### config.mk
export PLATFORM = sky130hd
export DESIGN_NAME = cc_datadelay_arbiter_flat
export DESIGN_NICKNAME = d
export VERILOG_FILES = /design/src/rtl/cc_datadelay_arbiter_if.sv /design/src/rtl/cc_datadelay_arbiter.sv /design/src/flat_wrapper.sv
export SDC_FILE = /design/constraint.sdc
export NUM_CORES = 1
export LEC_CHECK = 0
export CAP_MARGIN = 10
export CORE_ASPECT_RATIO = 0.6
export CORE_MARGIN = 2
export CORE_UTILIZATION = 30
export CTS_CLUSTER_DIAMETER = 30
export DETAILED_ROUTE_END_ITERATION = 6
export PLACE_DENSITY_LB_ADDON = 0.05
export REMOVE_ABC_BUFFERS = 1
export SLEW_MARGIN = 40
export SYNTH_ARGS = -nofsm -noshare
export SYNTH_HDL_FRONTEND = slang
export SYNTH_SLANG_ARGS = --single-unit
### constraint.sdc
create_clock -name CC_DATADELAYARB_CLOCK_50 -period 2.1 [get_ports CC_DATADELAYARB_CLOCK_50]
set_input_delay 0.525 -clock CC_DATADELAYARB_CLOCK_50 [delete_from_list [all_inputs] [get_ports CC_DATADELAYARB_CLOCK_50]]
set_output_delay 0.525 -clock CC_DATADELAYARB_CLOCK_50 [all_outputs]
set_load 0.02 [all_outputs]
### src/rtl/cc_datadelay_arbiter_if.sv
// rtl/cc_datadelay_arbiter_if.sv - requester/arbiter bundle for the data-delay round-robin scheduler
interface cc_datadelay_arbiter_if #(
    parameter int DATAWIDTH_BUS = 8
);
    logic [3:0]               CC_DATADELAYARB_Req_InBus;
    logic [DATAWIDTH_BUS-1:0] CC_DATADELAYARB_Data0_inBus;
    logic [DATAWIDTH_BUS-1:0] CC_DATADELAYARB_Data1_inBus;
    logic [DATAWIDTH_BUS-1:0] CC_DATADELAYARB_Data2_inBus;
    logic [DATAWIDTH_BUS-1:0] CC_DATADELAYARB_Data3_inBus;
    logic [3:0]               CC_DATADELAYARB_Grant_OutBus;
    logic [DATAWIDTH_BUS-1:0] CC_DATADELAYARB_DelayedData_outBus;
    logic                     CC_DATADELAYARB_SendDataSignal_Out;
    logic                     CC_DATADELAYARB_Busy_Out;

    modport master (
        output CC_DATADELAYARB_Req_InBus,
        output CC_DATADELAYARB_Data0_inBus,
        output CC_DATADELAYARB_Data1_inBus,
        output CC_DATADELAYARB_Data2_inBus,
        output CC_DATADELAYARB_Data3_inBus,
        input  CC_DATADELAYARB_Grant_OutBus,
        input  CC_DATADELAYARB_DelayedData_outBus,
        input  CC_DATADELAYARB_SendDataSignal_Out,
        input  CC_DATADELAYARB_Busy_Out
    );

    modport slave (
        input  CC_DATADELAYARB_Req_InBus,
        input  CC_DATADELAYARB_Data0_inBus,
        input  CC_DATADELAYARB_Data1_inBus,
        input  CC_DATADELAYARB_Data2_inBus,
        input  CC_DATADELAYARB_Data3_inBus,
        output CC_DATADELAYARB_Grant_OutBus,
        output CC_DATADELAYARB_DelayedData_outBus,
        output CC_DATADELAYARB_SendDataSignal_Out,
        output CC_DATADELAYARB_Busy_Out
    );
endinterface

### src/rtl/cc_datadelay_arbiter.sv
// rtl/cc_datadelay_arbiter.sv - four-way round-robin capture, hold and send-strobe scheduler
module cc_datadelay_arbiter #(
    parameter int DATAWIDTH_BUS = 8,
    parameter int DELAY_CYCLES  = 4,
    parameter int COUNTER_WIDTH = 8
) (
    input  logic                 CC_DATADELAYARB_CLOCK_50,
    input  logic                 CC_DATADELAYARB_RESET_InHigh,
    cc_datadelay_arbiter_if.slave bus
);
    localparam logic [1:0] STATE_IDLE = 2'd0;
    localparam logic [1:0] STATE_WAIT = 2'd1;
    localparam logic [1:0] STATE_SEND = 2'd2;

    localparam logic [COUNTER_WIDTH-1:0] COUNT_ONE    = COUNTER_WIDTH'(1);
    localparam logic [COUNTER_WIDTH-1:0] COUNT_RELOAD = COUNTER_WIDTH'(DELAY_CYCLES - 1);

    logic [1:0]               state;
    logic [COUNTER_WIDTH-1:0] counter;
    logic [1:0]               last_grant;
    logic [3:0]               grant;
    logic [DATAWIDTH_BUS-1:0] data_q;
    logic                     send;
    logic                     busy;

    logic [1:0]               winner;
    logic [1:0]               cand;
    logic                     found;
    logic [DATAWIDTH_BUS-1:0] winner_data;

    // Search begins one past the last winner and wraps, so the last winner has lowest priority.
    always_comb begin
        winner = last_grant;
        cand   = last_grant;
        found  = 1'b0;
        for (int k = 1; k <= 4; k++) begin
            cand = last_grant + 2'(k);
            if (!found && bus.CC_DATADELAYARB_Req_InBus[cand]) begin
                winner = cand;
                found  = 1'b1;
            end
        end
    end

    always_comb begin
        winner_data = bus.CC_DATADELAYARB_Data0_inBus;
        case (winner)
            2'd0:    winner_data = bus.CC_DATADELAYARB_Data0_inBus;
            2'd1:    winner_data = bus.CC_DATADELAYARB_Data1_inBus;
            2'd2:    winner_data = bus.CC_DATADELAYARB_Data2_inBus;
            default: winner_data = bus.CC_DATADELAYARB_Data3_inBus;
        endcase
    end

    always_ff @(posedge CC_DATADELAYARB_CLOCK_50) begin
        if (CC_DATADELAYARB_RESET_InHigh) begin
            state      <= STATE_IDLE;
            counter    <= '0;
            last_grant <= 2'd3;
            grant      <= '0;
            data_q     <= '0;
            send       <= 1'b0;
            busy       <= 1'b0;
        end else begin
            grant <= '0;
            send  <= 1'b0;
            case (state)
                STATE_IDLE: begin
                    if (|bus.CC_DATADELAYARB_Req_InBus) begin
                        data_q     <= winner_data;
                        counter    <= COUNT_RELOAD;
                        grant      <= 4'b0001 << winner;
                        last_grant <= winner;
                        state      <= STATE_WAIT;
                        busy       <= 1'b1;
                    end
                end
                STATE_WAIT: begin
                    if (counter != '0) begin
                        counter <= counter - COUNT_ONE;
                    end else begin
                        state <= STATE_SEND;
                        send  <= 1'b1;
                    end
                end
                STATE_SEND: begin
                    state <= STATE_IDLE;
                    busy  <= 1'b0;
                end
                default: begin
                    state <= STATE_IDLE;
                    busy  <= 1'b0;
                end
            endcase
        end
    end

    assign bus.CC_DATADELAYARB_Grant_OutBus       = grant;
    assign bus.CC_DATADELAYARB_DelayedData_outBus = data_q;
    assign bus.CC_DATADELAYARB_SendDataSignal_Out = send;
    assign bus.CC_DATADELAYARB_Busy_Out           = busy;
endmodule

### src/flat_wrapper.sv
// flat-port wrapper written by rule: the top's interface ports become plain ports
module cc_datadelay_arbiter_flat 
#(
    parameter int DATAWIDTH_BUS = 8,
    parameter int DELAY_CYCLES  = 4,
    parameter int COUNTER_WIDTH = 8
)
  (CC_DATADELAYARB_CLOCK_50, CC_DATADELAYARB_RESET_InHigh, bus_CC_DATADELAYARB_Req_InBus, bus_CC_DATADELAYARB_Data0_inBus, bus_CC_DATADELAYARB_Data1_inBus, bus_CC_DATADELAYARB_Data2_inBus, bus_CC_DATADELAYARB_Data3_inBus, bus_CC_DATADELAYARB_Grant_OutBus, bus_CC_DATADELAYARB_DelayedData_outBus, bus_CC_DATADELAYARB_SendDataSignal_Out, bus_CC_DATADELAYARB_Busy_Out);
  cc_datadelay_arbiter_if #(.DATAWIDTH_BUS(DATAWIDTH_BUS)) bus_i ();
  input  logic CC_DATADELAYARB_CLOCK_50;
  input  logic CC_DATADELAYARB_RESET_InHigh;
  input wire logic [$bits(bus_i.CC_DATADELAYARB_Req_InBus)-1:0] bus_CC_DATADELAYARB_Req_InBus;
  input wire logic [$bits(bus_i.CC_DATADELAYARB_Data0_inBus)-1:0] bus_CC_DATADELAYARB_Data0_inBus;
  input wire logic [$bits(bus_i.CC_DATADELAYARB_Data1_inBus)-1:0] bus_CC_DATADELAYARB_Data1_inBus;
  input wire logic [$bits(bus_i.CC_DATADELAYARB_Data2_inBus)-1:0] bus_CC_DATADELAYARB_Data2_inBus;
  input wire logic [$bits(bus_i.CC_DATADELAYARB_Data3_inBus)-1:0] bus_CC_DATADELAYARB_Data3_inBus;
  output wire logic [$bits(bus_i.CC_DATADELAYARB_Grant_OutBus)-1:0] bus_CC_DATADELAYARB_Grant_OutBus;
  output wire logic [$bits(bus_i.CC_DATADELAYARB_DelayedData_outBus)-1:0] bus_CC_DATADELAYARB_DelayedData_outBus;
  output wire logic [$bits(bus_i.CC_DATADELAYARB_SendDataSignal_Out)-1:0] bus_CC_DATADELAYARB_SendDataSignal_Out;
  output wire logic [$bits(bus_i.CC_DATADELAYARB_Busy_Out)-1:0] bus_CC_DATADELAYARB_Busy_Out;
  assign bus_i.CC_DATADELAYARB_Req_InBus = bus_CC_DATADELAYARB_Req_InBus;
  assign bus_i.CC_DATADELAYARB_Data0_inBus = bus_CC_DATADELAYARB_Data0_inBus;
  assign bus_i.CC_DATADELAYARB_Data1_inBus = bus_CC_DATADELAYARB_Data1_inBus;
  assign bus_i.CC_DATADELAYARB_Data2_inBus = bus_CC_DATADELAYARB_Data2_inBus;
  assign bus_i.CC_DATADELAYARB_Data3_inBus = bus_CC_DATADELAYARB_Data3_inBus;
  assign bus_CC_DATADELAYARB_Grant_OutBus = bus_i.CC_DATADELAYARB_Grant_OutBus;
  assign bus_CC_DATADELAYARB_DelayedData_outBus = bus_i.CC_DATADELAYARB_DelayedData_outBus;
  assign bus_CC_DATADELAYARB_SendDataSignal_Out = bus_i.CC_DATADELAYARB_SendDataSignal_Out;
  assign bus_CC_DATADELAYARB_Busy_Out = bus_i.CC_DATADELAYARB_Busy_Out;
  cc_datadelay_arbiter #(.DATAWIDTH_BUS(DATAWIDTH_BUS), .DELAY_CYCLES(DELAY_CYCLES), .COUNTER_WIDTH(COUNTER_WIDTH)) u_core (.CC_DATADELAYARB_CLOCK_50(CC_DATADELAYARB_CLOCK_50), .CC_DATADELAYARB_RESET_InHigh(CC_DATADELAYARB_RESET_InHigh), .bus(bus_i));
endmodule
==> metrics.yaml <==
placement:
  placed_area_sq_mm: 0.00216
  dp_cells: 270
  gp_congestion: 0.806
  port_buffers: 51
  preCtsSetupSlack_ps: -367
  dp_hpwl_um: 3150
finish:
  diodes: 0
  drive_above_1_share_pct: 22.7
  instances_no_fill: 274
  n_fill_cell: 443
  area_growth_pct: 51.2
  layout.nets: 252
  stdcell_area_sq_mm: 0.00222
detailed_routing:
  vias_per_cell: 4.84
  drt_iter0_drc: 30
  routed_wl_um: 3900
  num_vias: 1325
  drc: 0
  drtAntennaViolNets: 0
  dr.pass1.iters: 4
  wl_per_cell_um: 14.2
die:
  io_pins: 52
  row_count: 19
  dieHeight_um: 58.2
  die_x_um: 94.4
  start_util_pct: 31.7
  die-area_sq_mm: 0.00549
  core_area_sq_mm: 0.00464
synthesis:
  synth_edf_count: 0
  synth_area_per_cell_sq_um: 10.1
  syn_area_sq_mm: 0.00147
  ys_seq_area_share_pct: 35.4
  synthFlopType: "dfxtp_1"
  synth_area_leaders: "dfxtp_1, a221o_1, mux2_4"
  ys_seq_elements: 26
  yosys_warnings: 0
  synthCells: 145
  async_flop_share_pct: 0
  synth.distinct_cells: 41
  synth_top_area_share_pct: 35.4
  yosysTopAreaCell: "dfxtp_1"
timing:
  min_period_over_period_pct: 97.2
  period_minus_slack_ps: 2040
  finalSetupViolCount: 0
  tightest_slew_ps: 670
  clock.fmax_mhz: 490
  slew_violations: 0
  skew_ps: 4.78
  fin_ws_ps: 58.8
  relSlewSlack_pct: 55.2
  finalSetupTns_ps: 0
  hold_viol_final: 0
clocking:
  clock_latency_ps: 270
  cts_buffers: 3
  cts_setup_buffers: 0
  clk_pin_slew_ps: 90
  cts_tree: "yes"
  htree_levels: 1
  root_buffer: "clkbuf_8"
  cts_num_sinks: 26
  clockBufferDepth: 2
setup_path:
  cp_slowest_cell: "clkdlybuf4s50_1"
  critPathMaxFanout: 8
  setup.worst_path.class: "in2reg"
  reg2reg_to: "u_core.counter[4]"
  max_stage_delay_ps: 530
  timing.rr.start: "u_core.counter[0]"
  critPathArrivalTime_ps: 2200
  reg2regPathDepth: 6
  crit_family: "compound AO/OA/AOI/OAI gates"
  crit_required_ps: 2260
  reg2reg_setup_slack_ps: 230
  crit_top_cell: "nor2_1"
  cp-end-kind: "flip-flop"
  path_buf_inv: 2
  crit_path_cell_trace: "clkdlybuf4s50_1 > nor2_1 > buf_4 > a211oi_4 > nor2_1 > a221o_1"
  worstSetupStartpointType: "input port"
run_status:
  run_status: "finished clean"
grt:
  grt_overflow: 0
  antenna_found_initial: 0
  grt_pass1_vias: 1392
  grt_max_degree: 15
  grt_pass1_wl_um: 6640
  grt_use_total_pct: 15.6
job:
  drv_cap: 0
power:
  finalPower_uw: 2060
  ir_drop_uv: 363
  combPwrFrac_pct: 50.1
  p_sw_uw: 755
  p_int_uw: 1310
  pwr-share-clk_pct: 15.8
  power.leakage_uw: 0.000864
  swShare_pct: 36.6
  seq_power_share_pct: 34.2
  powerDensity_mw_per_mm2: 928
min_path:
  holdPathStages: 1
  min_path_type: "reg2reg"
per-layer routing:
layer,routed length [um],vias to the layer above,track usage (%)
met5,0,-,0
met2,1630,30,23.2
met4,17,0,2.48
met1,2090,602,23.1
li1,-,691,-
met3,166,2,4.03
worst register-to-register path, stage by stage (launching register included):
cell     delay (ps)
dfxtp_1         410
inv_1            90
ha_1            240
a31oi_2         400
o21ai_2         120
or4_1           410
a21oi_1         140
area by class of cell:
cell class                      count  area (sq um)  share of cell area, %
Timing Repair Buffer               68           659                   29.7
Inverter                            3          11.3                  0.506
Sequential cell                    26           522                   23.5
Clock buffer                        4          55.1                   2.48
Tap cell                           63          78.8                   3.55
Multi-Input combinational cell    110           897                   40.3
state kept, by name, indices dropped and copies added, names as in the netlist:
name	flops
u_core.bus.CC_DATADELAYARB_DelayedData_outBus	8
u_core.bus.CC_DATADELAYARB_SendDataSignal_Out	1
u_core.last_grant	2
u_core.bus.CC_DATADELAYARB_Busy_Out	1
u_core.counter	8
u_core.state	2
u_core.bus.CC_DATADELAYARB_Grant_OutBus	4
worst max path at each step:
stage / from / cells past startpoint / end
4_1_cts: bus_CC_DATADELAYARB_Req_InBus[0] / 7 / u_core.counter[4]
6_report: bus_CC_DATADELAYARB_Req_InBus[0] / 6 / flip-flop
3_5_place_dp: bus_CC_DATADELAYARB_Req_InBus[2] / 7 / flip-flop
3_3_place_gp: bus_CC_DATADELAYARB_Req_InBus[1] / 7 / flip-flop
2_1_floorplan: u_core.last_grant[1] / 5 / flip-flop
5_1_grt: bus_CC_DATADELAYARB_Req_InBus[0] / 7 / u_core.counter[4]
cell usage after synthesis (2+ instances only):
| cell | n |
|---|---|
| nand2_1 | 2 |
| a21o_1 | 2 |
| o31ai_1 | 10 |
| nor2_1 | 15 |
| nand2b_1 | 3 |
| mux2_4 | 5 |
| xor2_1 | 4 |
| a21oi_2 | 8 |
| a221o_1 | 8 |
| or3_1 | 2 |
| a211o_1 | 3 |
| dfxtp_1 | 26 |
| inv_1 | 3 |
| a211oi_1 | 2 |
| nor3_1 | 6 |
| ha_1 | 2 |
| o21ai_1 | 2 |
| mux2_1 | 3 |
| nand4_1 | 8 |
| o211ai_1 | 2 |
| nor2b_1 | 3 |
| a21oi_1 | 3 |
| buf_6 | 4 |
| a21oi_4 | 2 |
through the flow:
step | util, % | hold WS, ps
6_report | 48.0 | 496
4_1_cts | 47.7 | 498
3_5_place_dp | 46.6 | 475
2_1_floorplan | - | 477
5_1_grt | 48.0 | 512
3_3_place_gp | 46.6 | 465
power groups by stage:
| stage | logic (uW) | clock network [uW] | registers [uW] |
|---|---|---|---|
| final | 1030 | 325 | 706 |
| after global routing | 1140 | 365 | 722 |
| after CTS | 1030 | 339 | 703 |
| after detailed placement | 1030 | 0 | 714 |
| after global placement | 1010 | 0 | 710 |
| after floorplan | 521 | 0 | 771 |
repair_timing:
item                       4_1_cts  5_1_grt
resized for setup                4        3
hold buffers                     0        0
pin swaps                        0        0
setup endpoints to repair        9        9
gates cloned                     0        0
cell families after synthesis:
logic type / after synthesis / synth area share (%)
adders and majority gates: 2 / 1.70
AOI/OAI and AO/OA: 45 / 26.9
buffers and inverters: 9 / 4.34
DFF: 26 / 35.4
muxes: 8 / 7.40
xor gates and xnor gates: 5 / 2.98
and+or+nand+nor: 50 / 21.3
placed cells by master, fill, tap and decap left out, types with 4 or more instances in the layout:
cell and count:
nor3_1 6, dfxtp_1 25, mux2_4 5, a221o_1 8, buf_4 15, nand4_1 8
clkbuf_8 4, clkdlybuf4s50_1 48, a21oi_2 8, xor2_1 4, o31ai_1 10, nor2_1 15
(Power assumes the default switching activity.)
